==> src/rtl/adc_spi_reader.sv <==
// SPI capture front-end for the dual-channel 14-bit ADC: periodic conversion start,
// 34-bit frame shift-in, and a valid/ack handshake toward the audio path.
module adc_spi_reader #(
    parameter int CLK_DIV       = 4,
    parameter int SAMPLE_PERIOD = 1134
) (
    input  logic        clk,
    input  logic        rst,
    input  logic        enable,
    input  logic        spi_miso,
    output logic        ad_conv,
    output logic        spi_sck,
    output logic [13:0] ch0_data,
    output logic [13:0] ch1_data,
    output logic        sample_valid,
    input  logic        sample_ack,
    output logic        overrun
);

    localparam int PW = $clog2(SAMPLE_PERIOD);
    localparam int CW = $clog2(2 * CLK_DIV) + 1;

    localparam logic [PW-1:0] PER_LAST  = PW'(SAMPLE_PERIOD - 1);
    localparam logic [CW-1:0] CONV_LAST = CW'(2 * CLK_DIV - 1);
    localparam logic [CW-1:0] HALF_LAST = CW'(CLK_DIV - 1);
    localparam logic [5:0]    BIT_LAST  = 6'd33;

    localparam logic [1:0] IDLE  = 2'd0;
    localparam logic [1:0] CONV  = 2'd1;
    localparam logic [1:0] SHIFT = 2'd2;
    localparam logic [1:0] DONE  = 2'd3;

    logic [1:0]    state_q, state_d;
    logic [PW-1:0] per_q, per_d;
    logic [CW-1:0] cnt_q, cnt_d;
    logic [5:0]    bit_q, bit_d;
    logic [13:0]   sh0_q, sh0_d;
    logic [13:0]   sh1_q, sh1_d;
    logic [13:0]   ch0_q, ch0_d;
    logic [13:0]   ch1_q, ch1_d;
    logic          conv_q, conv_d;
    logic          sck_q, sck_d;
    logic          valid_q, valid_d;
    logic          ovr_q, ovr_d;
    logic          tick;

    assign tick = enable && (per_q == PER_LAST);

    always_comb begin
        // NOTE: every *_d starts from its *_q so no path leaves a signal unassigned (no latches).
        state_d = state_q;
        per_d   = per_q;
        cnt_d   = cnt_q;
        bit_d   = bit_q;
        sh0_d   = sh0_q;
        sh1_d   = sh1_q;
        ch0_d   = ch0_q;
        ch1_d   = ch1_q;
        conv_d  = conv_q;
        sck_d   = sck_q;
        valid_d = valid_q;
        ovr_d   = ovr_q;

        if (!enable || per_q == PER_LAST) begin
            per_d = '0;
        end else begin
            per_d = per_q + PW'(1);
        end

        // An accepted ack is overridden below when a new sample lands in the same cycle.
        if (valid_q && sample_ack) begin
            valid_d = 1'b0;
        end

        case (state_q)
            IDLE: begin
                if (tick) begin
                    state_d = CONV;
                    cnt_d   = '0;
                    conv_d  = 1'b1;
                end
            end
            CONV: begin
                if (cnt_q == CONV_LAST) begin
                    state_d = SHIFT;
                    cnt_d   = '0;
                    bit_d   = '0;
                    conv_d  = 1'b0;
                end else begin
                    cnt_d = cnt_q + CW'(1);
                end
            end
            SHIFT: begin
                if (cnt_q == HALF_LAST) begin
                    cnt_d = '0;
                    if (!sck_q) begin
                        sck_d = 1'b1;
                        if (bit_q >= 6'd2 && bit_q <= 6'd15) begin
                            sh0_d = {sh0_q[12:0], spi_miso};
                        end
                        if (bit_q >= 6'd18 && bit_q <= 6'd31) begin
                            sh1_d = {sh1_q[12:0], spi_miso};
                        end
                    end else begin
                        sck_d = 1'b0;
                        if (bit_q == BIT_LAST) begin
                            state_d = DONE;
                        end else begin
                            bit_d = bit_q + 6'd1;
                        end
                    end
                end else begin
                    cnt_d = cnt_q + CW'(1);
                end
            end
            default: begin
                ch0_d   = sh0_q;
                ch1_d   = sh1_q;
                valid_d = 1'b1;
                if (valid_q && !sample_ack) begin
                    ovr_d = 1'b1;
                end
                state_d = IDLE;
            end
        endcase
    end

    always_ff @(posedge clk or posedge rst) begin
        if (rst) begin
            state_q <= IDLE;
            per_q   <= '0;
            cnt_q   <= '0;
            bit_q   <= '0;
            sh0_q   <= '0;
            sh1_q   <= '0;
            ch0_q   <= '0;
            ch1_q   <= '0;
            conv_q  <= 1'b0;
            sck_q   <= 1'b0;
            valid_q <= 1'b0;
            ovr_q   <= 1'b0;
        end else begin
            // NOTE: non-blocking so every flop samples the pre-edge values of the others.
            state_q <= state_d;
            per_q   <= per_d;
            cnt_q   <= cnt_d;
            bit_q   <= bit_d;
            sh0_q   <= sh0_d;
            sh1_q   <= sh1_d;
            ch0_q   <= ch0_d;
            ch1_q   <= ch1_d;
            conv_q  <= conv_d;
            sck_q   <= sck_d;
            valid_q <= valid_d;
            ovr_q   <= ovr_d;
        end
    end

    assign ad_conv      = conv_q;
    assign spi_sck      = sck_q;
    assign ch0_data     = ch0_q;
    assign ch1_data     = ch1_q;
    assign sample_valid = valid_q;
    assign overrun      = ovr_q;

endmodule

==> config.mk <==
export PLATFORM = sky130hd
export DESIGN_NAME = adc_spi_reader
export DESIGN_NICKNAME = d
export VERILOG_FILES = /design/src/rtl/adc_spi_reader.sv
export SDC_FILE = /design/constraint.sdc
export NUM_CORES = 1
export LEC_CHECK = 0
export BUFFER_PORTS_ARGS = -buffer_cell sky130_fd_sc_hd__clkbuf_2
export CAP_MARGIN = 20
export CORE_MARGIN = 4
export CORE_UTILIZATION = 40
export CTS_BUF_LIST = sky130_fd_sc_hd__clkbuf_16
export DETAILED_ROUTE_END_ITERATION = 16
export HOLD_SLACK_MARGIN = 0.1
export PLACE_DENSITY_LB_ADDON = 0.08
export SLEW_MARGIN = 20
export SYNTH_ARGS = -nofsm -noshare
export SYNTH_HDL_FRONTEND = slang
export SYNTH_SLANG_ARGS = --single-unit
==> constraint.sdc <==
create_clock -name clk -period 2.5 [get_ports clk]
set_input_delay 0.125 -clock clk [delete_from_list [all_inputs] [get_ports clk]]
set_output_delay 0.125 -clock clk [all_outputs]
set_load 0.005 [all_outputs]
==> results.yml, run 1 <==
run_status:
  status: "completed"
critical_path:
  critical_path_buf_inv_count: 1
  endpoint_kind: "register"
  rrSetupSlack_ns: 0.13
  cp_top_family: "simple AND/OR/NAND/NOR gates"
  max_stage_delay_ns: 0.43
  startpoint_type: "register"
  critPathMaxFanout: 10
  critical_path_class: "reg -> reg"
  required_ns: 2.72
  crit_path_top_delay_cell: "or3b_1"
  cp_cell_sequence: "ha_1 > or3b_1 > nor4_2 > nor3b_2 > buf_4 > mux2_2"
  arrival_ns: 2.60
clock_network:
  clk_latency_ns: 0.34
  cts_buffer_depth: 2
  clk_pin_slew_worst_paths_ns: 0.07
  clkSinkCount: 83
  root_buffer: "clkbuf_16"
  numCtsBuffers: 9
  cts_tree: "built"
  postCtsSetupBuffers: 0
  htreeDepth: 3
sta:
  fin_crit_ns: 2.37
  tns_ns: 0
  drv_slew: 0
  post-route-period-util: 0.949
  finalSetupViolations: 0
  setup_slack_ns: 0.127
  rsz0062_at_grt: "no"
  hold_violations: 0
  tightest_slew_ns: 0.766
  skew_ns: 0.00971
  timing.fmax_mhz: 421
  hold-worst-slack_ns: 0.202
  relSlewSlack: 0.488
yosys:
  synth_top_family_by_area: "multiplexers"
  synth_fa_ha_area_frac: 0.0344
  synth_area_leaders: "dfrtp_1, mux2_2, ha_1"
  yosysWarnings: 0
  avgSynthCellArea_um2: 13.2
  syn_inst: 275
  ys_async_sr_fraction: 1.00
  synthDistinctLibCells: 52
  synth_top_area_share: 0.571
  synth_area_leader_cell: "dfrtp_1"
  synth-xor-area-share: 0.0217
  yosys-top-cells-count: "dfrtp_1, mux2_2, nor2_1"
  synth_edf_count: 0
  synth_most_common_cell: "dfrtp_1"
  synth_seq_cells: 83
  syn-num-nets: 290
  synth_mux_area_frac: 0.185
  synth-seq-area-share: 0.571
  syn_area_um2: 3640
  yosys.area_share.simple: 0.0953
  synth_ff_type: "dfrtp_1"
  synth_compound_area_frac: 0.0674
routing:
  dr.pass1.iters: 4
  drc_errors: 0
  drt_iter0_drc: 50
  wl_per_cell_um: 15.0
  wl_mm: 6.57
  avgViaCountPerCell: 5.22
  antenna_left: 0
  vias: 2279
placement:
  hpwl_mm: 4.46
  gp_congestion: 0.751
  io_buffers: 36
  pre_cts_ws_ns: 0.178
power_and_ir_drop:
  peakVddDrop_mv: 0.301
  p_leak_nw: 2.14
  powerDensity_nw_per_um2: 643
global_route:
  grt_pass1_wl_mm: 11.5
  grt_pass1_vias: 2367
  grt_usage: 0.137
  grt_overflow: 0
  antenna_found_initial: 0
  grt_max_degree: 45
floorplan:
  die_w_um: 103
  core_um2: 8760
  die_h_um: 103
  die_area_um2: 10700
  num_rows: 34
  num_io_pins: 37
  start_util: 0.415
job:
  cap_violations: 0
finish:
  syn_to_final_growth_pct: 19.4
  num-nets-final: 339
  fillers: 803
  antenna_cells: 0
  drive_gt1_frac: 0.389
hold_path:
  hold_path.class: "in -> reg"
-- final timing paths --
path / from / end / cells past startpoint
setup / recovery: cnt_q[0] / sh0_q[10] / 6
hold / removal: enable / per_q[1] / 4
setup reg to reg: cnt_q[0] / sh0_q[10] / 6
hold reg to reg: overrun / overrun / 1
max in group asynchronous: rst / bit_q[5] / 4
min in group asynchronous: rst / per_q[8] / 3
-- cells in the final DEF, fill, tap and decap left out, drive strengths merged, types with 2 or more instances in the layout --
| master | count |
|---|---|
| a21oi | 4 |
| a22o | 2 |
| a31oi | 2 |
| and3 | 2 |
| and4 | 2 |
| buf | 9 |
| clkbuf | 45 |
| clkinv | 3 |
| dfrtp | 83 |
| dlygate4sd3 | 3 |
| ha | 10 |
| inv | 14 |
| mux2 | 58 |
| mux2i | 2 |
| nand2 | 5 |
| nand3 | 10 |
| nand3b | 2 |
| nand4 | 2 |
| nand4bb | 2 |
| nor2 | 14 |
| nor3 | 3 |
| nor3b | 3 |
| nor4 | 2 |
| o21a | 2 |
| o21ai | 11 |
| o31ai | 3 |
| or3b | 2 |
| xnor2 | 3 |
| xor2 | 6 |
-- repair_timing --
action / CTS / global route
hold buffers: 3 / 0
gates resized for setup: 0 / 0
endpoints found under the hold margin: 43 / 0
-- worst reg2reg max path, cell delays in order, from the launching register on --
cell and delay, ns:
dfrtp_1 0.40, ha_1 0.24, or3b_1 0.43, nor4_2 0.33, nor3b_2 0.29, buf_4 0.23, mux2_2 0.35
-- flip-flops by register name, indices dropped and copies added (netlist names), 2 cells and up --
name      count
per_q        11
sh0_q        14
sh1_q        14
ch1_data     14
ch0_data     14
state_q       2
cnt_q         4
bit_q         6
-- power breakdown --
part	leakage, nW	switching (mW)	internal [mW]
registers	1.12	0.00798	1.35
logic	0.868	0.0368	0.0173
clock network	0.154	0.581	0.795
-- cells by family (layout without fill, tap and decap cells) --
logic type,after synthesis,count (layout)
simple gates,57,57
buf+inv,21,75
fa+ha+maj,10,10
mux,60,60
compound gates,35,35
xor+xnor,9,9
flops,83,83
-- per-layer routing --
layer	wire, um	track usage	share of wire
met1	3330	0.193	0.51
met2	2860	0.199	0.44
met3	267	0.0389	0.041
met4	110	0.0598	0.017
met5	0	0	0
-- per-stage QoR --
stage          area (um2)  std cells  utilization  total power [mW]
2_1_floorplan        3640        275            -              1.42
3_3_place_gp         3990        418        0.455              1.44
3_5_place_dp         4000        418        0.457              1.44
4_1_cts              4340        437        0.495              2.84
5_1_grt              4340        437        0.495              2.91
6_report             4340        437        0.495              2.79
-- area by class of cell --
cell class | count | area (um2) | area share
well taps | 108 | 135 | 0.0311
multi-input cells | 171 | 1490 | 0.342
repair buffers | 48 | 290 | 0.0669
clock inverters | 7 | 83.8 | 0.0193
inverters | 11 | 42.5 | 0.00980
flip-flops and latches | 83 | 2080 | 0.479
clock buffers | 9 | 225 | 0.0519
No activity file was read; power rests on OpenSTA's default activity.
==> run 2: changes to the inputs <==
--- a/config.mk
+++ b/config.mk
@@ -12,7 +12,7 @@
 export CTS_BUF_LIST = sky130_fd_sc_hd__clkbuf_16
 export DETAILED_ROUTE_END_ITERATION = 16
 export HOLD_SLACK_MARGIN = 0.1
-export PLACE_DENSITY_LB_ADDON = 0.08
+export PLACE_DENSITY = 0.61
 export SLEW_MARGIN = 20
 export SYNTH_ARGS = -nofsm -noshare
 export SYNTH_HDL_FRONTEND = slang
==> results.yml, run 2 (synthesis gave the netlist of run 1 again) <==
clock_network:
  cts_buffer_depth: 2
  cts_tree: "built"
  postCtsSetupBuffers: 0
  clk_latency_ns: 0.34
  clk_pin_slew_worst_paths_ns: 0.07
  numCtsBuffers: 9
  htreeDepth: 3
  clkSinkCount: 83
  cts_resized: 0
  root_buffer: "clkbuf_16"
global_route:
  grt_overflow: 0
  grt_usage: 0.131
  antenna_found_initial: 0
  grt_pass1_wl_mm: 10.8
  grt_max_degree: 84
  grt_pass1_vias: 2281
placement:
  pre_cts_ws_ns: 0.290
  hpwl_mm: 4.13
  gp_congestion: 0.782
  io_buffers: 36
  placed_area_um2: 3990
routing:
  wl_mm: 6.32
  drc_errors: 0
  avgViaCountPerCell: 5.22
  drt_iter0_drc: 109
  vias: 2272
  wl_per_cell_um: 14.5
  antenna_left: 0
  dr.pass1.iters: 4
floorplan:
  die_h_um: 103
  die_area_um2: 10700
  num_rows: 34
  num_io_pins: 37
  die_w_um: 103
  core_um2: 8760
  start_util: 0.415
finish:
  multi_input_area_um2: 1490
  design_area_um2: 4330
  layout_commonest_cell: "dfrtp_1"
  syn_to_final_growth_pct: 19.0
  drive_gt1_frac: 0.382
  regArea_um2: 2080
  fillers: 787
  antenna_cells: 0
  num-nets-final: 337
  layout_common_cells: "dfrtp_1, mux2_2, clkbuf_2, nor2_1, inv_1"
critical_path:
  required_ns: 2.71
  endpoint_kind: "register"
  critical_path_buf_inv_count: 1
  startpoint_type: "register"
  critical_path_class: "reg -> reg"
  cp_cell_sequence: "ha_1 > or3b_1 > nor4_2 > nor3b_2 > buf_12 > mux2_2"
  critPathMaxFanout: 14
  cp_top_family: "simple AND/OR/NAND/NOR gates"
  crit_path_top_delay_cell: "or3b_1"
  arrival_ns: 2.51
  max_stage_delay_ns: 0.42
sta:
  post-route-period-util: 0.921
  hold_violations: 0
  skew_ns: 0.0114
  rsz0062_at_grt: "no"
  tns_ns: 0
  drv_slew: 0
  setup_slack_ns: 0.198
  tightest_slew_ns: 0.764
  relSlewSlack: 0.489
  timing.fmax_mhz: 434
  fin_crit_ns: 2.30
  finalSetupViolations: 0
power_and_ir_drop:
  peakVddDrop_mv: 0.372
  power_mw: 2.74
  powerDensity_nw_per_um2: 633
  p_leak_nw: 2.13
hold_path:
  hold_path.class: "in -> reg"
run_status:
  status: "completed"
job:
  cap_violations: 0
-- run 2: cell count changes in the layout (fill, tap and decap cells not counted) --
cell	change
inv_6	+1
buf_12	+1
inv_1	+1
buf_4	-3
inv_8	-2
-- run 2: final cells by class --
class | count | share of cell area
multi-input cells | 171 | 0.343
well taps | 108 | 0.0312
flip-flops and latches | 83 | 0.480
clock inverters | 7 | 0.0171
clock buffers | 9 | 0.0520
inverters | 11 | 0.00983
repair buffers | 46 | 0.0665
-- run 2: final timing paths --
kind / slack (ns) / cells past startpoint / endpoint / from
setup reg to reg: 0.20 / 6 / sh0_q[13] / cnt_q[0]
setup / recovery: 0.20 / 6 / sh0_q[13] / cnt_q[0]
max in group asynchronous: 1.76 / 4 / sh1_q[10] / rst
hold reg to reg: 0.47 / 1 / overrun / overrun
hold / removal: 0.19 / 4 / per_q[1] / enable
min in group asynchronous: 0.41 / 4 / ch0_data[7] / rst
-- run 2: through the flow --
stage,std cells,utilization,hold WS [ns]
CTS,435,0.493,0.188
finish,435,0.494,0.194
floorplan,275,-,0.269
global route,435,0.494,0.221
global placement,416,0.455,0.234
detailed placement,416,0.455,0.245
-- run 2: metal layers --
layer / vias up / GRT usage / wire [um]
li1: 1092 / - / -
met1: 1129 / 0.175 / 3070
met2: 43 / 0.195 / 2890
met3: 8 / 0.0396 / 264
met4: 0 / 0.0598 / 100
met5: - / 0 / 0
-- run 2: worst register-to-register path: cells and delay by family (launching register included) --
kind	cells	cell delay, ns
multiplexers	1	0.34
adder cells (fa/ha/maj)	1	0.24
buffers and inverters	1	0.18
flip-flops	1	0.38
AND/OR/NAND/NOR	3	1.03
-- run 2: power by group --
group / internal (mW) / switching [mW]
Combinational: 0.0173 / 0.0359
Sequential: 1.35 / 0.00798
Clock: 0.781 / 0.548
Total: 2.15 / 0.592
-- run 2: timing repair --
| item | CTS | global route |
|---|---|---|
| endpoints found under the setup margin | 0 | 0 |
| hold endpoints to repair | 87 | 0 |
| hold buffers | 3 | 0 |
